## src/rtl/hazard_ctrl.sv

```systemverilog
// hazard_ctrl: ID/EX interlock controller.
// Stalls ID on load-use and on dependencies on an in-flight divide, serialises
// divides (only one in flight) and squashes wrong-path work on a taken branch.
// The divider FSM is the only state; every stall/flush output is combinational
// so it acts in the same cycle as its cause.

`ifndef REG_ADDR_WIDTH
`define REG_ADDR_WIDTH 5
`endif

module hazard_ctrl #(
    parameter int REG_ADDR_WIDTH = `REG_ADDR_WIDTH,
    parameter int DIV_CYCLES     = 32   // legal 2..255
) (
    input  logic                      clk,
    input  logic                      rst_n,
    input  logic [REG_ADDR_WIDTH-1:0] rs1_addr_d,
    input  logic [REG_ADDR_WIDTH-1:0] rs2_addr_d,
    input  logic                      rs1_used_d,
    input  logic                      rs2_used_d,
    input  logic                      div_d,
    input  logic [REG_ADDR_WIDTH-1:0] rd_addr_e,
    input  logic                      mem_read_e,
    input  logic                      div_start_e,
    input  logic                      branch_taken_e,
    output logic                      stall_f,
    output logic                      stall_d,
    output logic                      flush_d,
    output logic                      flush_e,
    output logic                      div_busy,
    output logic                      div_done,
    output logic [REG_ADDR_WIDTH-1:0] div_rd
);

    typedef enum logic [1:0] {
        IDLE = 2'd0,
        BUSY = 2'd1,
        DONE = 2'd2
    } div_state_e;

    localparam logic [7:0] CNT_INIT = 8'(DIV_CYCLES - 1);

    div_state_e                state_q, state_d;
    logic [7:0]                cnt_q, cnt_d;
    logic [REG_ADDR_WIDTH-1:0] div_rd_q, div_rd_d;

    logic rs_hit_e;     // a used ID source matches the EX destination
    logic rs_hit_div;   // a used ID source matches the in-flight divide's rd
    logic load_use;
    logic div_hazard;
    logic stall;

    // Divider state, countdown and captured destination register
    always_ff @(posedge clk or negedge rst_n) begin
        if (!rst_n) begin
            state_q  <= IDLE;
            cnt_q    <= 8'd0;
            div_rd_q <= '0;
        end else begin
            state_q  <= state_d;
            cnt_q    <= cnt_d;
            div_rd_q <= div_rd_d;
        end
    end

    // Divider next state: a start is only honoured in IDLE; BUSY counts down
    // to zero, DONE is a single-cycle writeback slot
    always_comb begin
        state_d  = state_q;
        cnt_d    = cnt_q;
        div_rd_d = div_rd_q;
        case (state_q)
            IDLE: begin
                if (div_start_e) begin
                    state_d  = BUSY;
                    cnt_d    = CNT_INIT;
                    div_rd_d = rd_addr_e;
                end
            end
            BUSY: begin
                if (cnt_q == 8'd0) state_d = DONE;
                else               cnt_d   = cnt_q - 8'd1;
            end
            DONE:    state_d = IDLE;
            default: state_d = IDLE;
        endcase
    end

    // x0 is never a real dependency, so a zero rd matches nothing
    assign rs_hit_e   = (rd_addr_e != '0) &&
                        ((rs1_used_d && (rs1_addr_d == rd_addr_e)) ||
                         (rs2_used_d && (rs2_addr_d == rd_addr_e)));
    assign rs_hit_div = (div_rd_q != '0) &&
                        ((rs1_used_d && (rs1_addr_d == div_rd_q)) ||
                         (rs2_used_d && (rs2_addr_d == div_rd_q)));

    assign load_use = mem_read_e & rs_hit_e;

    // In the start cycle the divide is still in EX, so compare against EX's rd;
    // afterwards use the captured rd. div_d covers the one-divide-at-a-time rule.
    assign div_hazard = (state_q != IDLE) ? (rs_hit_div | div_d)
                                          : (div_start_e & (rs_hit_e | div_d));

    // Taken branch wins: the ID instruction is wrong-path and gets flushed.
    // rst_n gating forces every output low for the whole reset window.
    assign stall    = rst_n & (load_use | div_hazard) & ~branch_taken_e;
    assign stall_f  = stall;
    assign stall_d  = stall;
    assign flush_d  = rst_n & branch_taken_e;
    assign flush_e  = stall | flush_d;
    assign div_busy = (state_q == BUSY);
    assign div_done = (state_q == DONE);
    assign div_rd   = div_rd_q;

endmodule

```

## config.mk

```make
export PLATFORM = sky130hd
export DESIGN_NAME = hazard_ctrl
export DESIGN_NICKNAME = d
export VERILOG_FILES = /design/src/rtl/hazard_ctrl.sv
export SDC_FILE = /design/constraint.sdc
export NUM_CORES = 1
export LEC_CHECK = 0
export BUFFER_PORTS_ARGS = -buffer_cell sky130_fd_sc_hd__buf_2
export CORE_ASPECT_RATIO = 0.8
export CORE_UTILIZATION = 47
export CTS_BUF_LIST = sky130_fd_sc_hd__clkbuf_2
export DETAILED_ROUTE_END_ITERATION = 12
export HOLD_SLACK_MARGIN = 0.1
export PLACE_DENSITY = 0.75
export SYNTH_ARGS = -nofsm -noshare
export SYNTH_HDL_FRONTEND = slang
export SYNTH_SLANG_ARGS = --single-unit
```

## constraint.sdc

```tcl
create_clock -name clk -period 3.3 [get_ports clk]
set_input_delay 0.825 -clock clk [delete_from_list [all_inputs] [get_ports clk]]
set_output_delay 0.825 -clock clk [all_outputs]
set_load 0.005 [all_outputs]
```

# Yosys cells after proc, flatten, opt, wreduce, memory -nomap -nowiden
# Index checks and enable logic that the tools add are counted.
# word_totals
out_inout_bits	11
reg_bits	15
# op_classes
n_addsub	1
reduce_logical	17
bitwise	10
mux	7
n_eq_ne	9
# op_table
operator	count
$eq 5x5->1	4
$mux 8	2
$pmux 8 s2	1
$reduce_bool 5->1	2
$logic_not 8->1	1
$sub 8x1->8 const B	1
$logic_and 1x1->1	6
$and 1x1->1	5
$mux 2	2
$ne 2x2->1 const B	2
$or 1x1->1	4
$pmux 2 s2	1
$reduce_and 2->1	2
$reduce_bool 2->1	2
$reduce_and 3->1	1
$eq 2x1->1 const B	1
$eq 2x2->1 const B	1
$logic_not 2->1	1
$logic_or 1x1->1	2
$ne 2x1->1 const B	1
$mux 1	1
$not 1->1	1

# Logic depth before layout (Yosys ltp)
# Gate-level depths: netlist (run 1).
# logic_depth
depth_word	11
depth_mapped	7
ltp_nobuf	7

# Worst setup path before layout (run 1)
# No wires, ideal clock.
# synth_timing
path_type	input-to-output
startpoint	input port rd_addr_e[1]
endpoint	output port stall_f
arrival_time_ns	2.059
path_buffers	1
slack_ns	0.416
path_stages	5
path_cell_list	or4_1 -> o22a_1 -> a222oi_1 -> nor3b_1 -> buf_4
# synth_via
elab_chain_cells	10
word_cells_on_any_way	14
# synth_lines
element	line	text
start: declaration	22	input logic [REG_ADDR_WIDTH-1:0] rd_addr_e,
$eq 5x5->1, on equally long branches	91, 92	
$logic_and 1x1->1, on equally long branches	91, 92	
$logic_or 1x1->1	91	((rs1_used_d && (rs1_addr_d == rd_addr_e)) ||
$logic_and 1x1->1 (*)	90	assign rs_hit_e = (rd_addr_e != '0) &&
$or 1x1->1	102	: (div_start_e & (rs_hit_e | div_d));
$and 1x1->1	102	
$mux 1	101	assign div_hazard = (state_q != IDLE) ? (rs_hit_div | div_d)
$or 1x1->1 (*)	106	assign stall = rst_n & (load_use | div_hazard) & ~branch_taken_e;
$and 1x1->1 (*) (2 in a row)	106	
end: declaration	26	output logic stall_f,
# Every way passes the cells marked *; elsewhere a longest branch is shown, timed or not.

# Worst setup path after layout (run 1)
# layout_timing
startpoint	input port rd_addr_e[1]
endpoint	output port flush_e
# layout_via
elab_chain_cells	11
word_cells_on_any_way	15
# layout_lines
element	line	text
$eq 5x5->1, on equally long branches	91, 92	
$logic_and 1x1->1, on equally long branches	91, 92	
$logic_or 1x1->1	91	
$logic_and 1x1->1 (*)	90	
$or 1x1->1	102	
$and 1x1->1	102	
$mux 1	101	
$or 1x1->1 (*)	106	
$and 1x1->1 (*) (2 in a row)	106	
$or 1x1->1 (*)	110	assign flush_e = stall | flush_d;
end: declaration	29	output logic flush_e,
# Marks and branches as above.

==> results.tsv, run 1 <==
metric	value	unit
Pins Over Slew Limit	0	
row cnt	14	
Post-synth EDFFs	0	
Reg2Reg Setup Slack	1.27	ns
synthesized area per cell	8.95	um^2
Post-Synthesis Cells	113	
Worst EP required	2.47	ns
placed wire-length estimate	1830	um
PD cells	722	nW/um^2
Setup TNS	0	ns
CTS tree	done	
Yosys reg bits	15	
Crit Path Class	in -> out	
hold buffer count at cts	0	
final hold viol count	0	
Post-synth ARST share	1.00	
Vias per Instance	5.23	
final setup fails	0	
most numerous cell on the critical path	buf_2	
largest net degree at the start of global routing	19	
fin util	0.625	
Root Driver	clkbuf_2	
Tightest Pin Transition	0.545	ns
Num CTS Buffers	3	
CP startpoint kind	primary input	
Tcrit/Tclk final	0.944	
CP max FO	4	
MaxCap Viol Count	0	
drt pass-1 iters	4	
post-synth cell types	31	
vias after detailed routing	900	
Data arrival, critical path	2.29	ns
clk buf depth	2	
CP endpoint kind	output pin	
Clock Sinks	15	
Antenna Violating Nets Remaining	0	
wire length per cell	13.2	um
RSZ-0062 raised after global routing	false	
Worst-path clk slew	0.14	ns
worst-skew pair later-pin latency	0.29	ns
gr usage total	0.226	
crit-path cells	buf_2, or4_1, o22a_1, a222oi_1, a21boi_0, buf_2	
sequential element share of the synthesized area	0.371	
# resized after CTS	0	
Synth area leaders	dfrtp_1 (37%), xnor2_1 (17%), nand2_1 (8.5%)	
multi-input logic area	613	um^2
Die Y	43.5	um
Max VDD drop	0.447	mV
status	complete, no violations	
Max Freq	0.321	GHz
Worst path max stage delay	0.55	ns
fin crit period	3.12	ns
top cell type's share of synthesized area	0.371	
DIE WIDTH	53.9	um
Final GP Congestion	0.905	
diode count	0	
Layout fillers	167	
die area	2340	um^2
Post-synth top flop	dfrtp_1	
vias in the first global route	857	
Worst Skew	0.00863	ns
io pins	34	
Clock H-tree levels	1	
Initial Utilization	0.520	
1st-iter DRT viols	11	
Core ar.	1940	um^2
area leader, netlist	dfrtp_1	
first-pass GRT wire length	3840	um
ratio of cells with drive above 1 in the final layout	0.284	
post-CTS setup buffer count	0	
initial antenna violation count	0	
Hold WC Path Type	in -> async	
register area	375	um^2
total detailed-routing wirelength	2270	um
Final nets	174	
area of the mapped netlist	1010	um^2
area grow syn2layout	20.2	%
Slew headroom	0.633	
global route overflow	0	
synthesized net count	138	
synth warn	0	
PortBufs	33	
Hold Slack	0.420	ns
Leak	0.564	nW
slowest CP cell	or4_1	
# DRC	0	
==> path summary, 6_finish.rpt <==
kind                        endpoint          from  cells past startpoint
hold / removal             div_rd[0]         rst_n                      1
min in group clk            cnt_q[7]      cnt_q[7]                      2
setup reg to reg            cnt_q[4]      cnt_q[1]                      7
setup / recovery             flush_e  rd_addr_e[1]                      6
hold reg to reg             cnt_q[7]      cnt_q[7]                      2
max in group asynchronous   cnt_q[2]         rst_n                      1
==> metrics by stage <==
step	area (um^2)	total power, mW	setup WS (ns)	cells
2_1_floorplan	1010	0.650	0.416	113
3_3_place_gp	1190	0.770	0.208	168
3_5_place_dp	1190	0.795	0.175	168
4_1_cts	1210	0.886	0.176	172
5_1_grt	1210	0.958	0.0824	172
6_report	1210	0.877	0.185	172
==> synthesized netlist by cell type (2+ instances only) <==
master and number:
a21oi_1 2, and2_1 2, dfrtp_1 15, ha_1 2, inv_1 3, nand2_1 23, nand3_1 5, nand4_1 4
nor2_1 8, nor3_1 2, nor3b_1 2, o22ai_1 2, or4_1 2, xnor2_1 20, xor2_1 5
==> metal layers <==
layer,part of all wire,GRT usage
met2,0.45,0.341
met4,0,0.0421
met5,0,0
met3,0.069,0.0842
met1,0.48,0.312
==> final cells by class <==
class	count	share of cell area
inverters	3	0.00927
flip-flops and latches	15	0.309
well taps	24	0.0247
clock buffers	4	0.0165
repair buffers	33	0.136
multi-input cells	93	0.505
==> cells in the final DEF, fill, tap and decap left out, drive strengths merged <==
| cell type | count |
|---|---|
| and3 | 1 |
| nor4 | 2 |
| and2b | 1 |
| nand3 | 5 |
| o22a | 1 |
| o22ai | 2 |
| ha | 2 |
| inv | 3 |
| and2 | 2 |
| dfrtp | 15 |
| nor3 | 2 |
| clkbuf | 4 |
| xor2 | 5 |
| nor2b | 1 |
| a31oi | 1 |
| nand4 | 4 |
| nand2 | 24 |
| xnor2 | 20 |
| or4 | 2 |
| buf | 33 |
| a222oi | 1 |
| nor3b | 2 |
| or3 | 1 |
| a21oi | 2 |
| a311oi | 1 |
| nor2 | 8 |
| a21o | 1 |
| o31ai | 1 |
| a21boi | 1 |
==> report_power, final <==
| group | switching [mW] | internal [mW] |
|---|---|---|
| registers | 0.122 | 0.269 |
| clock network | 0.0573 | 0.0321 |
| logic | 0.198 | 0.199 |
| total | 0.377 | 0.500 |
==> cells by family (layout without fill, tap and decap cells) <==
| group | count (synthesis) | count (layout) | synth area share |
|---|---|---|---|
| adders and majority gates | 2 | 2 | 0.0247 |
| and+or+nand+nor | 55 | 55 | 0.269 |
| AOI/OAI and AO/OA | 11 | 11 | 0.0966 |
| DFF | 15 | 15 | 0.371 |
| buffers and inverters | 5 | 40 | 0.0223 |
| xor gates and xnor gates | 25 | 25 | 0.217 |
==> worst max-delay path: cells and delay by family <==
family                 cells  cell delay [ns]
AO/OA/AOI/OAI              3             0.64
AND/OR/NAND/NOR            1             0.55
buffers and inverters      2             0.27
==> state kept, by name, summed over array words and instances, names as in the netlist <==
signal   cells
cnt_q        8
div_rd       5
state_q      2
No activity file was read; power rests on OpenSTA's default activity.
==> run 2, diff against run 1 <==
--- a/config.mk
+++ b/config.mk
@@ -12,6 +12,7 @@
 export DETAILED_ROUTE_END_ITERATION = 12
 export HOLD_SLACK_MARGIN = 0.1
 export PLACE_DENSITY = 0.75
+export SLEW_MARGIN = 20
 export SYNTH_ARGS = -nofsm -noshare
 export SYNTH_HDL_FRONTEND = slang
 export SYNTH_SLANG_ARGS = --single-unit
==> constraint.sdc (replaced) <==
create_clock -name clk -period 3.6 [get_ports clk]
set_input_delay 0.9 -clock clk [delete_from_list [all_inputs] [get_ports clk]]
set_output_delay 0.9 -clock clk [all_outputs]
set_load 0.005 [all_outputs]
==> run 2 against run 1 <==
Against the previous run:
- combinational power is 9.3% lower
- power decreased by 8.6%
- sequential cell count is the same
- clock skew shrank 0.0064 ns
- wire length down 2.0%
- critical path depth unchanged
- critical path type unchanged
==> results.tsv, run 2 (synthesis gave the netlist of run 1 again) <==
metric	value	unit	change
Worst EP required	2.70	ns	+0.23 ns
Slew headroom	0.647		+0.0138
Tightest Pin Transition	0.525	ns	-0.0206 ns
gr usage total	0.225		-0.000964
CP max FO	4		unchanged
Setup WS pre-CTS	0.302	ns	+0.128 ns
Antenna Violating Nets Remaining	0		unchanged
placed wire-length estimate	1780	um	-2.9%
status	complete, no violations		
placed cells	168		unchanged
# resized after CTS	0		unchanged
fin crit period	3.30	ns	
die area	2340	um^2	unchanged
Tcrit/Tclk final	0.918		
Max VDD drop	0.447	mV	about the same
drt pass-1 iters	4		unchanged
total detailed-routing wirelength	2230	um	-2.0%
Reg2Reg Setup Slack	1.62	ns	+0.35 ns
Data arrival, critical path	2.40	ns	+0.11 ns
Clock Sinks	15		unchanged
Pins Over Slew Limit	0		unchanged
most common cell after layout, fill and taps aside	buf_2		
most frequent cells in the layout	buf_2 (33), nand2_1 (23), xnor2_1 (20)		
PortBufs	33		unchanged
reg2reg path depth	7		unchanged
Clock H-tree levels	1		unchanged
Final GP Congestion	0.905		unchanged
Final Cell Area	1210	um^2	unchanged
Leak	0.564	nW	unchanged
DIE WIDTH	53.9	um	unchanged
Core ar.	1940	um^2	unchanged
Worst-path clk slew	0.14	ns	about the same
Final nets	174		unchanged
vias after detailed routing	899		-0.11%
Placement Cell Area	1190	um^2	unchanged
vias in the first global route	887		+3.5%
r2r startpoint	cnt_q[0]		
wire length per cell	13.0	um	-2.0%
Die Y	43.5	um	unchanged
final hold viol count	0		unchanged
largest net degree at the start of global routing	19		unchanged
CP endpoint kind	output pin		
Crit Path Class	in -> out		
FF-to-FF End	cnt_q[4]		
Hold Slack	0.493	ns	+0.0731 ns
ratio of cells with drive above 1 in the final layout	0.284		unchanged
row cnt	14		unchanged
Hold WC Path Type	in -> async		
MaxCap Viol Count	0		unchanged
post-CTS setup buffer count	0		unchanged
PD cells	660	nW/um^2	-8.6%
worst-skew pair later-pin latency	0.29	ns	about the same
io pins	34		unchanged
hold buffer count at cts	0		unchanged
Vias per Instance	5.23		-0.11%
clk buf depth	2		unchanged
crit path launch	rd_addr_e[1]		
max FFs per register	8		unchanged
worst setup margin	0.296	ns	+0.111 ns
Initial Utilization	0.520		unchanged
final setup fails	0		unchanged
1st-iter DRT viols	23		+12
area grow syn2layout	20.2	%	unchanged
RSZ-0062 raised after global routing	false		
Worst Skew	0.00227	ns	-0.00636 ns
CTS tree	done		
Largest Register	cnt_q		
diode count	0		unchanged
Max Freq	0.303	GHz	
Num CTS Buffers	3		unchanged
Setup TNS	0	ns	unchanged
# DRC	0		unchanged
Final Non-Filler Cells	172		unchanged
global route overflow	0		unchanged
first-pass GRT wire length	3860	um	+0.55%
Root Driver	clkbuf_2		
initial antenna violation count	0		unchanged
CP startpoint kind	primary input		
Layout fillers	175		+4.8%
[run 2: cell counts in the layout (fill, tap and decap cells not counted)]
No cell type changed its count.
[run 2: critical path, stage by stage]
cell	delay [ns]
buf_2	0.13
or4_1	0.56
o22a_1	0.21
a222oi_1	0.32
a21boi_0	0.15
buf_2	0.14
[run 2: through the flow]
stage,power [mW],utilization
after global placement,0.706,0.615
final,0.802,0.625
after floorplan,0.596,-
after detailed placement,0.720,0.615
after CTS,0.806,0.625
after global routing,0.879,0.625
[run 2: worst max-delay path by stage]
stage	slack [ns]	end	cells past startpoint
floorplan	0.57	stall_f	5
global placement	0.36	flush_e	6
detailed placement	0.30	flush_e	6
CTS	0.30	flush_e	6
global route	0.21	flush_e	6
finish	0.30	flush_e	6
[run 2: final cells by class]
cell class	count	area, um^2	area share
flip-flops and latches	15	375	0.309
clock buffers	4	20.0	0.0165
multi-input cells	93	613	0.505
inverters	3	11.3	0.00927
repair buffers	33	165	0.136
well taps	24	30.0	0.0247
[run 2: per-layer routing]
| layer | vias to the layer above | global-route usage | wire [um] | share of wire |
|---|---|---|---|---|
| li1 | 458 | - | - | - |
| met1 | 417 | 0.318 | 1130 | 0.51 |
| met2 | 22 | 0.358 | 975 | 0.44 |
| met3 | 2 | 0.0526 | 112 | 0.050 |
| met4 | 0 | 0.0316 | 6 | 0.0027 |
| met5 | - | 0 | 0 | 0 |
[run 2: report_power, final]
group          internal [mW]  total (mW)  switching (mW)  leakage, nW
combinational          0.182       0.360           0.178        0.365
sequential             0.246       0.359           0.113        0.182
clock                 0.0294      0.0826          0.0532       0.0166
